File: config.mk
export PLATFORM = sky130hd
export DESIGN_NAME = motor_cmd_sequencer
export DESIGN_NICKNAME = d
export VERILOG_FILES = /design/src/rtl/motor_pkg.sv /design/src/rtl/motor_timer.sv /design/src/rtl/motor_cmd_sequencer.sv
export SDC_FILE = /design/constraint.sdc
export NUM_CORES = 1
export LEC_CHECK = 0
export BUFFER_PORTS_ARGS = -buffer_cell sky130_fd_sc_hd__buf_2
export CAP_MARGIN = 40
export CORE_MARGIN = 10
export CORE_UTILIZATION = 30
export CTS_CLUSTER_SIZE = 14
export DETAILED_ROUTE_END_ITERATION = 6
export MAX_ROUTING_LAYER = met4
export PLACE_DENSITY = 0.5
export SKIP_LAST_GASP = 1
export SLEW_MARGIN = 0
export SYNTH_ARGS = -nofsm -noshare
export SYNTH_HDL_FRONTEND = slang
export SYNTH_SLANG_ARGS = --single-unit
File: constraint.sdc
create_clock -name clk -period 5.9 [get_ports clk]
set_input_delay 0.885 -clock clk [delete_from_list [all_inputs] [get_ports clk]]
set_output_delay 0.885 -clock clk [all_outputs]
set_load 0.05 [all_outputs]
File: src/rtl/motor_pkg.sv
// Shared command encodings, sequencer state type and command classification
// for the IR-driven motor command sequencer.
package motor_pkg;

  localparam logic [7:0] CMD_BRAKE = 8'h10;
  localparam logic [7:0] CMD_FWD   = 8'h02;
  localparam logic [7:0] CMD_LEFT  = 8'h08;
  localparam logic [7:0] CMD_RIGHT = 8'h20;
  localparam logic [7:0] CMD_BACK  = 8'h80;

  typedef enum logic [1:0] {
    BRAKE,
    DEAD,
    RAMP,
    RUN
  } seq_state_t;

  function automatic logic is_motion_cmd(input logic [7:0] code);
    return (code == CMD_FWD) || (code == CMD_LEFT) ||
           (code == CMD_RIGHT) || (code == CMD_BACK);
  endfunction

endpackage

File: src/rtl/motor_timer.sv
// Reloadable down-counter. 'expired' flags the last counted cycle of a load,
// so a load of N gives N enabled cycles with expiry on the Nth.
module motor_timer #(
  parameter int unsigned WIDTH = 8
) (
  input  logic             clk,
  input  logic             rst,
  input  logic             load,
  input  logic [WIDTH-1:0] load_val,
  input  logic             en,
  output logic             expired
);

  logic [WIDTH-1:0] count_q, count_d;

  // NOTE: defaults first so every path assigns count_d; no latch.
  always_comb begin
    count_d = count_q;
    if (load) begin
      count_d = load_val;
    end else if (en && (count_q != '0)) begin
      count_d = count_q - WIDTH'(1);
    end
  end

  // NOTE: blocking in always_comb, non-blocking for registered state.
  always_ff @(posedge clk) begin
    if (rst) begin
      count_q <= '0;
    end else begin
      count_q <= count_d;
    end
  end

  assign expired = en && (count_q <= WIDTH'(1));

endmodule

File: src/rtl/motor_cmd_sequencer.sv
// Validates IR command bytes and sequences brake / dead-time / soft-start ramp.
// Define MOTOR_SEQ_WATCHDOG_EN to build the command-loss watchdog.
module motor_cmd_sequencer
  import motor_pkg::*;
#(
  parameter int unsigned DEAD_CYC      = 2_500_000,
  parameter int unsigned RAMP_STEP_CYC = 500_000,
  parameter logic [4:0]  DUTY_MIN      = 5'd4,
  parameter logic [4:0]  DUTY_MAX      = 5'd20,
  parameter int unsigned TIMEOUT_CYC   = 25_000_000
) (
  input  logic       clk,
  input  logic       rst,
  input  logic [7:0] ir_code,
  input  logic       ir_valid,
  output logic [7:0] motion_cmd,
  output logic [4:0] duty,
  output logic       settled
);

  localparam int unsigned DEAD_W = $clog2(DEAD_CYC + 1);
  localparam int unsigned RAMP_W = $clog2(RAMP_STEP_CYC + 1);

  seq_state_t state_q, state_d;
  logic [7:0] cmd_q, cmd_d;
  logic [7:0] pending_q, pending_d;
  logic [4:0] duty_q, duty_d;
  logic       settled_q;

  logic is_motion, is_brake, rec_valid;
  logic dead_load, dead_expired;
  logic ramp_load, ramp_expired;
  logic wd_expired;

  assign is_motion = ir_valid && is_motion_cmd(ir_code);
  assign is_brake  = ir_valid && (ir_code == CMD_BRAKE);
  assign rec_valid = is_motion || is_brake;

  motor_timer #(.WIDTH(DEAD_W)) u_dead_timer (
    .clk      (clk),
    .rst      (rst),
    .load     (dead_load),
    .load_val (DEAD_W'(DEAD_CYC)),
    .en       (state_q == DEAD),
    .expired  (dead_expired)
  );

  motor_timer #(.WIDTH(RAMP_W)) u_ramp_timer (
    .clk      (clk),
    .rst      (rst),
    .load     (ramp_load),
    .load_val (RAMP_W'(RAMP_STEP_CYC)),
    .en       (state_q == RAMP),
    .expired  (ramp_expired)
  );

`ifdef MOTOR_SEQ_WATCHDOG_EN
  localparam int unsigned WD_W = $clog2(TIMEOUT_CYC + 1);

  // Held loaded while braked, so the count always starts fresh on leaving BRAKE.
  motor_timer #(.WIDTH(WD_W)) u_wd_timer (
    .clk      (clk),
    .rst      (rst),
    .load     (rec_valid || (state_q == BRAKE)),
    .load_val (WD_W'(TIMEOUT_CYC)),
    .en       (state_q != BRAKE),
    .expired  (wd_expired)
  );
`else
  assign wd_expired = 1'b0;
`endif

  always_comb begin
    state_d   = state_q;
    cmd_d     = cmd_q;
    duty_d    = duty_q;
    pending_d = pending_q;
    dead_load = 1'b0;
    ramp_load = 1'b0;

    unique case (state_q)
      BRAKE: begin
        if (is_motion) begin
          cmd_d     = ir_code;
          duty_d    = DUTY_MIN;
          ramp_load = 1'b1;
          state_d   = (DUTY_MIN >= DUTY_MAX) ? RUN : RAMP;
        end
      end

      DEAD: begin
        if (is_motion) pending_d = ir_code;
        if (is_brake || (wd_expired && !rec_valid)) begin
          state_d   = BRAKE;
          pending_d = '0;
        end else if (dead_expired) begin
          cmd_d     = pending_d;
          duty_d    = DUTY_MIN;
          ramp_load = 1'b1;
          state_d   = (DUTY_MIN >= DUTY_MAX) ? RUN : RAMP;
        end
      end

      RAMP, RUN: begin
        if (is_brake || (wd_expired && !rec_valid)) begin
          state_d   = BRAKE;
          cmd_d     = CMD_BRAKE;
          duty_d    = '0;
          pending_d = '0;
        end else if (is_motion && (ir_code != cmd_q)) begin
          pending_d = ir_code;
          cmd_d     = CMD_BRAKE;
          duty_d    = '0;
          dead_load = 1'b1;
          state_d   = DEAD;
        end else if ((state_q == RAMP) && ramp_expired) begin
          duty_d    = (duty_q >= DUTY_MAX) ? DUTY_MAX : duty_q + 5'd1;
          ramp_load = 1'b1;
          if (duty_d == DUTY_MAX) state_d = RUN;
        end
      end
    endcase
  end

  always_ff @(posedge clk) begin
    if (rst) begin
      state_q   <= BRAKE;
      cmd_q     <= CMD_BRAKE;
      duty_q    <= '0;
      pending_q <= '0;
      settled_q <= 1'b0;
    end else begin
      state_q   <= state_d;
      cmd_q     <= cmd_d;
      duty_q    <= duty_d;
      pending_q <= pending_d;
      settled_q <= (state_d == RUN);
    end
  end

  assign motion_cmd = cmd_q;
  assign duty       = duty_q;
  assign settled    = settled_q;

endmodule

==> impl_metrics.env, run 1 <==
export IMPL_ant_nets=0
export IMPL_die_h_um=128
export IMPL_r2r_end="u_ramp_timer.count_q[8]$_SDFFE_PP0P_"
export IMPL_cts_made_buffers=9
export IMPL_drive_gt1_share_pct=13.7
export IMPL_io_pins=25
export IMPL_syn_inst=402
export IMPL_wl_um=8130
export IMPL_run_status="complete, no violations"
export IMPL_powerDensity_mw_per_mm2=249
export IMPL_synthTopCellsByArea="dfxtp_1 (37%), xnor2_1 (6.8%), nor2_1 (5.6%)"
export IMPL_grt_remaining_overflow=0
export IMPL_r2r_start="u_ramp_timer.count_q[10]$_SDFFE_PP0P_"
export IMPL_min_period_ns=2.91
export IMPL_whs_endpoint="pending_q[1]$_SDFFE_PP0P_"
export IMPL_hp_class="reg2reg"
export IMPL_rrSetupSlack_ns=3.22
export IMPL_slew_violations=0
export IMPL_setup_violations=0
export IMPL_post_route_drc_count=0
export IMPL_whs_path_depth=1
export IMPL_antenna_found_initial=0
export IMPL_hpwlAfterDp_um=5800
export IMPL_gp_congestion=0.814
export IMPL_rows=39
export IMPL_nets=438
export IMPL_critPathKind="in2reg"
export IMPL_drtIter0Drc=119
export IMPL_clockRootBuffer="clkbuf_16"
export IMPL_cts_hold_buf=0
export IMPL_cts_tree="built"
export IMPL_dieArea_sq_mm=0.0163
export IMPL_min_period_over_period_pct=49.4
export IMPL_relSlewSlack_pct=50.5
export IMPL_start_util_pct=30.6
export IMPL_clock_latency_ns=0.33
export IMPL_synth_area_sq_mm=0.00348
export IMPL_num_vias=2895
export IMPL_r2r_cells=6
export IMPL_synth_edf_count=0
export IMPL_grt_usage_pct=10.5
export IMPL_end_kind="flop"
export IMPL_port_buffer_count=24
export IMPL_irDropWorstVdd_mv=0.153
export IMPL_cp_max_fo=13
export IMPL_cp_startpoint="ir_code[0]"
export IMPL_htreeDepth=3
export IMPL_min_delay_start="pending_q[1]$_SDFFE_PP0P_"
export IMPL_async_flop_share_pct=0
export IMPL_syn_avg_cell_area_sq_um=8.65
export IMPL_fp_dieW_um=128
export IMPL_grt_pass1_wl_um=13900
export IMPL_diodes=0
export IMPL_max_cap_violations=0
export IMPL_worstMarginPinSlew_ns=0.736
export IMPL_ys_ff_latch=65
export IMPL_syn_to_final_growth_pct=14.0
export IMPL_grt_pass1_vias=2879
export IMPL_core_area_sq_mm=0.0114
export IMPL_syn_nets=421
export IMPL_setup_tns_ns=0
export IMPL_ys_types=62
export IMPL_grt_max_degree=34
export IMPL_post_cts_setup_buffer_count=0
export IMPL_clk_pin_slew_ns=0.05
export IMPL_worstSetupStartpointType="input port"
export IMPL_final_cell_mix="dfxtp_1 (65), nor2_1 (52), nand2_1 (28), xnor2_1 (27)"
export IMPL_cts_resized=0
export IMPL_drt_first_pass_iters=4
export IMPL_finalHoldViolations=0
export IMPL_yosys_area_top_type_share_pct=37.4
export IMPL_n_fill_cell=1175
export IMPL_synth_top_cell_by_area="dfxtp_1"
export IMPL_synth_seq_area_share_pct=37.4
export IMPL_avgRoutedWirePerCell_um=14.4
export IMPL_cp_required_ns=6.09
export IMPL_yosysWarnings=0
export IMPL_skew_ns=0.00641
export IMPL_layout_commonest_cell="dfxtp_1"
export IMPL_clkSinkCount=65
export IMPL_synth_ff_type="dfxtp_1"
export IMPL_fmax_ghz=0.343
export IMPL_crit_arrival_ns=3.10
export IMPL_static_leakage_power_nw=1.53
export IMPL_rsz0062_at_grt="false"
export IMPL_power_w=0.000987
export IMPL_vias_per_cell=5.11
export IMPL_cts_max_path_buffers=2
-- flip-flops by register name, summed over array words and instances (netlist names) --
register and cells:
u_dead_timer.count_q 22, u_ramp_timer.count_q 19, motion_cmd 8, pending_q 8
duty 5, state_q 2, settled 1
-- through the flow --
step           utilization, %  setup slack (ns)  hold WS (ns)  instance area (sq um)  instances
6_report                 34.9              2.99         0.481                   3970        566
5_1_grt                  34.9              2.80         0.512                   3970        566
4_1_cts                  34.9              2.99         0.484                   3970        566
3_5_place_dp             32.4              2.65         0.470                   3680        551
3_3_place_gp             32.3              2.76         0.470                   3670        550
2_1_floorplan               -              3.17         0.441                   3480        402
-- kinds of logic after synthesis --
group	after synthesis	share of synthesized area [%]
simple gates	182	29.2
compound gates	67	13.6
flops	65	37.4
xor+xnor	45	11.3
buf+inv	30	4.14
fa+ha+maj	8	2.88
mux	5	1.44
-- power breakdown --
group	internal, W	switching [W]
Sequential	0.000441	0.00000190
Clock	0.000315	0.000186
Combinational	0.0000141	0.0000287
-- area by class of cell --
cell class,instances,area (sq um),area share (%)
Multi-Input combinational cell,307,2030,51.3
Sequential cell,65,1300,32.8
Clock buffer,13,270,6.82
Tap cell,143,179,4.51
Timing Repair Buffer,25,128,3.22
Inverter,11,41.3,1.04
Clock inverter,2,12.5,0.316
-- worst max path at each step --
stage	to	slack, ns	cells past startpoint
floorplan	pending_q[1]$_SDFFE_PP0P_	3.17	7
global placement	u_dead_timer.count_q[19]$_SDFFE_PP0P_	2.76	6
detailed placement	u_dead_timer.count_q[4]$_SDFFE_PP0P_	2.65	6
CTS	u_dead_timer.count_q[20]$_SDFFE_PP0P_	2.99	6
global route	u_dead_timer.count_q[1]$_SDFFE_PP0P_	2.80	6
finish	duty[3]$_SDFFE_PP0P_	2.99	7
-- critical path, stage by stage --
cell and delay, ns:
buf_2 0.11, nor4b_1 0.54, nor2b_1 0.49, o2111ai_2 0.43
nand3b_2 0.41, or3b_2 0.18, a21oi_1 0.05
-- per-layer routing --
layer  GRT usage (%)  vias to the layer above  share of wire [%]
li1                -                     1480                  -
met1            13.2                     1364                 51
met2            15.8                       41                 44
met3            2.15                       10                3.3
met4            5.17                        0                2.0
met5               -                        -                  0
-- synthesized netlist by cell type, types with 6 or more instances --
library cell	count
a21oi_1	24
and3_1	6
clkbuf_1	11
dfxtp_1	65
ha_1	8
inv_1	11
nand2_1	28
nand3_1	12
nand4_1	10
nor2_1	52
nor2b_1	9
nor3_1	12
nor4_1	12
o32ai_1	8
or4_1	6
xnor2_1	27
xor2_1	18
Power figures use the tool's default switching activity.
==> run 2: changes to the inputs <==
ABC_AREA = 1   (was unset)
PLACE_DENSITY = 0.52   (was 0.5)
clock period = 2.51 ns   (was 5.9 ns; I/O delays follow)
==> impl_metrics.env, run 2 <==
export IMPL_run_status="complete, no violations"
export IMPL_wl_um=11400
export IMPL_final_cell_mix="nand2_1 (207), nor2_1 (156), inv_1 (88), dfxtp_1 (65), nand3_1 (51)"
export IMPL_cts_max_path_buffers=2
export IMPL_largest_reg_flops=22
export IMPL_pwr_share_comb_pct=6.3
export IMPL_min_period_over_period_pct=80.1
export IMPL_syn_nets=743
export IMPL_ys_ff_latch=65
export IMPL_internal_power_w=0.00220
export IMPL_cts_tree="built"
export IMPL_crit_arrival_ns=2.25
export IMPL_muxShareOfSynthArea_pct=0
export IMPL_synthXorXnorAreaFrac_pct=4.95
export IMPL_port_buffer_count=24
export IMPL_synth_commonest_cells="nand2_1 (207), nor2_1 (156), inv_1 (88), dfxtp_1 (65), nand3_1 (51)"
export IMPL_post_route_drc_count=0
export IMPL_finalHoldViolations=0
export IMPL_synth_most_common_cell="nand2_1"
export IMPL_synth_edf_count=0
export IMPL_vias_per_cell=4.46
export IMPL_largestRegisters="u_dead_timer.count_q: 22 flops, u_ramp_timer.count_q: 19 flops"
export IMPL_pre_cts_slack_ns=0.485
export IMPL_num_vias=4206
export IMPL_syn_to_final_growth_pct=15.8
export IMPL_synth_compound_area_share_pct=6.31
export IMPL_fp_dieW_um=141
export IMPL_synth_top_family_by_area="simple AND/OR/NAND/NOR gates"
export IMPL_syn_avg_cell_area_sq_um=6.10
export IMPL_seqCellArea_sq_mm=0.00130
export IMPL_worstSetupStartpointType="flop"
export IMPL_relSlewSlack_pct=71.9
export IMPL_clkSinkCount=65
export IMPL_nets=772
export IMPL_layout_setup_ws_ns=0.499
export IMPL_power_w=0.00283
export IMPL_yosys_area_share_simple_pct=47.1
export IMPL_hpwlAfterDp_um=8510
export IMPL_grt_pass1_vias=3883
export IMPL_multi_input_area_sq_mm=0.00268
export IMPL_switching_power_w=0.000632
export IMPL_min_period_ns=2.01
export IMPL_dieArea_sq_mm=0.0200
export IMPL_drtIter0Drc=174
export IMPL_fmax_ghz=0.497
export IMPL_worstMarginPinSlew_ns=0.421
export IMPL_rows=44
export IMPL_final_cells=942
export IMPL_rsz0062_at_grt="false"
export IMPL_static_leakage_power_nw=2.64
export IMPL_end_kind="flop"
export IMPL_yosys_area_share_adder_pct=2.27
export IMPL_grt_remaining_overflow=0
export IMPL_avgRoutedWirePerCell_um=12.1
export IMPL_yosys_area_top_type_share_pct=29.4
export IMPL_core_area_sq_mm=0.0145
export IMPL_ant_nets=0
export IMPL_grt_pass1_wl_um=19200
export IMPL_irDropWorstVdd_mv=0.583
export IMPL_drive_gt1_share_pct=10.9
export IMPL_hp_class="in2reg"
export IMPL_synth_seq_area_share_pct=29.4
export IMPL_swShare_pct=22.3
export IMPL_drt_first_pass_iters=4
export IMPL_diodes=0
export IMPL_synth_area_sq_mm=0.00442
export IMPL_placed_cell_area_sq_mm=0.00474
export IMPL_ys_types=37
export IMPL_dp_cells=926
export IMPL_die_h_um=141
export IMPL_grt_usage_pct=11.9
export IMPL_post_cts_setup_buffer_count=0
export IMPL_async_flop_share_pct=0
export IMPL_cp_required_ns=2.75
export IMPL_yosysWarnings=0
export IMPL_htreeDepth=3
export IMPL_cts_made_buffers=9
export IMPL_pwr_share_clk_pct=56.7
export IMPL_stdcell_area_sq_mm=0.00512
export IMPL_gp_congestion=0.840
export IMPL_skew_ns=0.00810
export IMPL_critPathKind="reg2reg"
export IMPL_io_pins=25
export IMPL_n_fill_cell=1647
export IMPL_powerDensity_mw_per_mm2=553
export IMPL_synth_top_cell_by_area="dfxtp_1"
export IMPL_grt_max_degree=20
export IMPL_clk_pin_slew_ns=0.06
export IMPL_clock_latency_ns=0.34
export IMPL_max_cap_violations=0
export IMPL_regMostFlops="u_dead_timer.count_q"
export IMPL_antenna_found_initial=0
export IMPL_slew_violations=0
export IMPL_cts_resized=0
export IMPL_clockRootBuffer="clkbuf_16"
export IMPL_layout_commonest_cell="nand2_1"
export IMPL_cts_hold_buf=0
export IMPL_setup_tns_ns=0
export IMPL_syn_inst=724
export IMPL_synth_ff_type="dfxtp_1"
export IMPL_synthTopCellsByArea="dfxtp_1 (29%), nand2_1 (18%), nor2_1 (13%)"
export IMPL_start_util_pct=30.5
export IMPL_p_seq_share_pct=37.0
export IMPL_cp_max_fo=10
export IMPL_setup_violations=0
[run 2: metrics by stage]
step	utilization [%]	hold WS (ns)
global route	35.4	0.360
detailed placement	32.8	0.475
floorplan	-	0.446
finish	35.4	0.358
global placement	32.8	0.468
CTS	35.4	0.358
[run 2: cell families (layout without fill, tap and decap cells)]
logic type | Yosys count | in the layout
DFF | 65 | 65
buffers and inverters | 107 | 141
AOI/OAI and AO/OA | 52 | 52
xor gates and xnor gates | 25 | 25
and+or+nand+nor | 467 | 467
adders and majority gates | 8 | 8
[run 2: final timing paths]
kind,start,endpoint,cells past startpoint,slack [ns]
worst min-delay path,rst,u_ramp_timer.count_q[5]$_SDFFE_PP0P_,2,0.36
worst min register to register,pending_q[4]$_SDFFE_PP0P_,pending_q[4]$_SDFFE_PP0P_,2,0.48
worst max-delay path,u_dead_timer.count_q[0]$_SDFFE_PP0P_,motion_cmd[1]$_SDFFE_PP0P_,11,0.50
worst max register to register,u_dead_timer.count_q[0]$_SDFFE_PP0P_,motion_cmd[1]$_SDFFE_PP0P_,11,0.50
[run 2: per-layer routing]
layer	share of wire (%)	vias up	wire (um)	GRT usage, %
li1	-	2297	-	-
met1	54	1855	6090	16.3
met2	43	45	4880	16.8
met3	2.8	9	317	2.87
met4	0.76	0	87	3.44
met5	0	-	0	-
[run 2: worst max-delay path, cell delays in order, from the launching register on]
cell and delay, ns:
dfxtp_1 0.33, inv_1 0.17, ha_1 0.25, inv_1 0.09, nor2_1 0.18, nand3_1 0.13, nand3_1 0.13, inv_1 0.11
nor2_8 0.21, nand2_4 0.11, nor2_1 0.13, nor2_1 0.06
[run 2: final cells by class]
class | instances | share of cell area [%]
inverter | 94 | 7.02
clock buffer | 10 | 4.67
timing repair buffer | 31 | 3.37
sequential | 65 | 25.4
clock inverter | 6 | 2.69
tap | 184 | 4.50
multi-input combinational | 552 | 52.3
[run 2: power by group through the flow]
stage                     clock network, W  registers, W  logic (W)
after floorplan                          0       0.00108   0.000116
after global placement                   0       0.00107   0.000179
after detailed placement                 0       0.00107   0.000178
after CTS                          0.00165       0.00105   0.000179
after global routing               0.00169       0.00105   0.000202
final                              0.00160       0.00105   0.000178
==> run 3: changes to the inputs <==
ABC_AREA = 0   (was 1)
clock period = 1.7 ns   (was 2.51 ns; I/O delays follow)
==> impl_metrics.env, run 3 (synthesized netlist as in run 1, its figures left out) <==
export IMPL_num_vias=3472
export IMPL_critPathTopFamily="simple AND/OR/NAND/NOR gates"
export IMPL_worstMarginPinSlew_ns=0.466
export IMPL_irDropWorstVdd_mv=0.518
export IMPL_crit_chain="or4_4 -> or4_4 -> nor4_4 -> a21oi_4 -> buf_4 -> o32ai_2"
export IMPL_worstSetupStartpointType="flop"
export IMPL_io_pins=25
export IMPL_end_kind="flop"
export IMPL_clkSinkCount=65
export IMPL_static_leakage_power_nw=2.33
export IMPL_grt_usage_pct=12.6
export IMPL_dp_cells=668
export IMPL_largestRegisters="u_dead_timer.count_q: 22 flops, u_ramp_timer.count_q: 19 flops"
export IMPL_syn_to_final_growth_pct=55.6
export IMPL_path_common_cell="or4_4"
export IMPL_start_util_pct=30.6
export IMPL_clockRootBuffer="clkbuf_16"
export IMPL_max_cap_violations=0
export IMPL_rsz0062_at_grt="true"
export IMPL_htreeDepth=3
export IMPL_cts_max_path_buffers=2
export IMPL_grt_remaining_overflow=0
export IMPL_final_cell_mix="buf_4 (112), dfxtp_1 (52), nor2_1 (49), nand2_1 (27), buf_2 (24)"
export IMPL_critPathKind="reg2reg"
export IMPL_cpMaxStageDelayCell="or4_4"
export IMPL_die_h_um=128
export IMPL_final_cells=692
export IMPL_wl_um=9930
export IMPL_gp_congestion=0.852
export IMPL_setup_tns_ns=-15.80
export IMPL_drt_first_pass_iters=5
export IMPL_cp_max_fo=8
export IMPL_path_buf_inv=1
export IMPL_antenna_found_initial=0
export IMPL_slew_violations=0
export IMPL_dieArea_sq_mm=0.0163
export IMPL_clock_latency_ns=0.34
export IMPL_cts_tree="built"
export IMPL_avgRoutedWirePerCell_um=14.4
export IMPL_finalHoldViolations=0
export IMPL_slowest_delay_ns=0.52
export IMPL_nets=563
export IMPL_regMostFlops="u_dead_timer.count_q"
export IMPL_gr_usage_met3_pct=2.15
export IMPL_hpwlAfterDp_um=6930
export IMPL_rows=39
export IMPL_drtIter0Drc=180
export IMPL_pre_cts_slack_ns=-0.611
export IMPL_fp_dieW_um=128
export IMPL_min_period_ns=2.20
export IMPL_grt_pass1_vias=3462
export IMPL_cp_required_ns=1.95
export IMPL_port_buffer_count=24
export IMPL_run_status="finished, violations left"
export IMPL_layout_setup_ws_ns=-0.497
export IMPL_n_fill_cell=1059
export IMPL_crit_arrival_ns=2.44
export IMPL_violations="negative setup slack"
export IMPL_setup_violations=56
export IMPL_cts_hold_buf=0
export IMPL_grt_max_degree=28
export IMPL_skew_ns=0.00967
export IMPL_relSlewSlack_pct=68.8
export IMPL_clk_pin_slew_ns=0.06
export IMPL_vias_per_cell=5.02
export IMPL_core_area_sq_mm=0.0114
export IMPL_diodes=0
export IMPL_drive_gt1_share_pct=44.4
export IMPL_cts_made_buffers=9
export IMPL_grtUsageMet1_pct=14.9
export IMPL_post_route_drc_count=0
export IMPL_ant_nets=0
export IMPL_grt_pass1_wl_um=16600
export IMPL_layout_commonest_cell="buf_4"
export IMPL_largest_reg_flops=22
export IMPL_min_period_over_period_pct=129
export IMPL_fmax_ghz=0.455
export IMPL_grt_busiest_layer="met2"
export IMPL_use_met2_pct=20.3
export IMPL_hp_class="in2reg"
export IMPL_powerDensity_mw_per_mm2=752
-- run 3: changes by cell type in the layout (fill, tap and decap cells not counted), sizes merged, moves of 6 or more --
cell   change
a21oi      -6
buf      +119
inv       -83
nand2    -190
nand3     -42
nor2     -114
nor2b      +9
nor3       +9
nor4      +11
o21ai     -10
o32ai      +8
or4        +9
xnor2     +20
-- run 3: worst register-to-register path: stages (launching register included) --
cell and delay [ns]:
dfxtp_2 0.31, or4_4 0.52, or4_4 0.45, nor4_4 0.29, a21oi_4 0.12, buf_4 0.18, o32ai_2 0.24
-- run 3: report_power, final --
| part | switching [W] | total (W) | internal, W |
|---|---|---|---|
| clock | 0.000713 | 0.00230 | 0.00158 |
| combinational | 0.000131 | 0.000241 | 0.000111 |
| sequential | 0.00000635 | 0.00154 | 0.00153 |
| total | 0.000850 | 0.00407 | 0.00322 |
-- run 3: path summary, 6_finish.rpt --
kind,from,endpoint,slack (ns),cells after the start
max,u_dead_timer.count_q[2]$_SDFFE_PP0P_,motion_cmd[6]$_SDFFE_PP0P_,-0.50,6
min,rst,duty[4]$_SDFFE_PP0P_,0.18,2
max reg2reg,u_dead_timer.count_q[2]$_SDFFE_PP0P_,motion_cmd[6]$_SDFFE_PP0P_,-0.50,6
min reg2reg,u_ramp_timer.count_q[9]$_SDFFE_PP0P_,u_ramp_timer.count_q[9]$_SDFFE_PP0P_,0.49,2
-- run 3: metrics by stage --
stage               total power [W]  hold WS, ns  cell area, sq um  util (%)
floorplan                   0.00169        0.409              3590         -
global placement            0.00179        0.449              4670      41.1
detailed placement          0.00180        0.477              4670      41.1
CTS                         0.00410        0.172              5310      46.7
global route                0.00417        0.190              5410      47.6
finish                      0.00407        0.179              5410      47.6
-- run 3: metal layers --
layer | vias to the layer above | wire length, um
met1 | 1663 | 4550
met5 | - | 0
met3 | 13 | 335
li1 | 1743 | -
met2 | 53 | 4870
met4 | 0 | 178
-- run 3: layout make-up --
class                   count  area (sq um)  area share, %
multi-input cells         307          2360           43.7
flip-flops and latches     65          1320           24.3
repair buffers            150          1140           21.1
clock buffers               9           225           4.16
well taps                 143           179           3.30
clock inverters             7           143           2.63
inverters                  11          41.3          0.763
-- run 3: what timing repair did --
action | CTS | global route
gates cloned | 2 | 0
setup buffers | 6 | 3
pin swaps | 29 | 9
endpoints found under the hold margin | 0 | 0
endpoints found under the setup margin | 64 | 65
resized for setup | 61 | 13
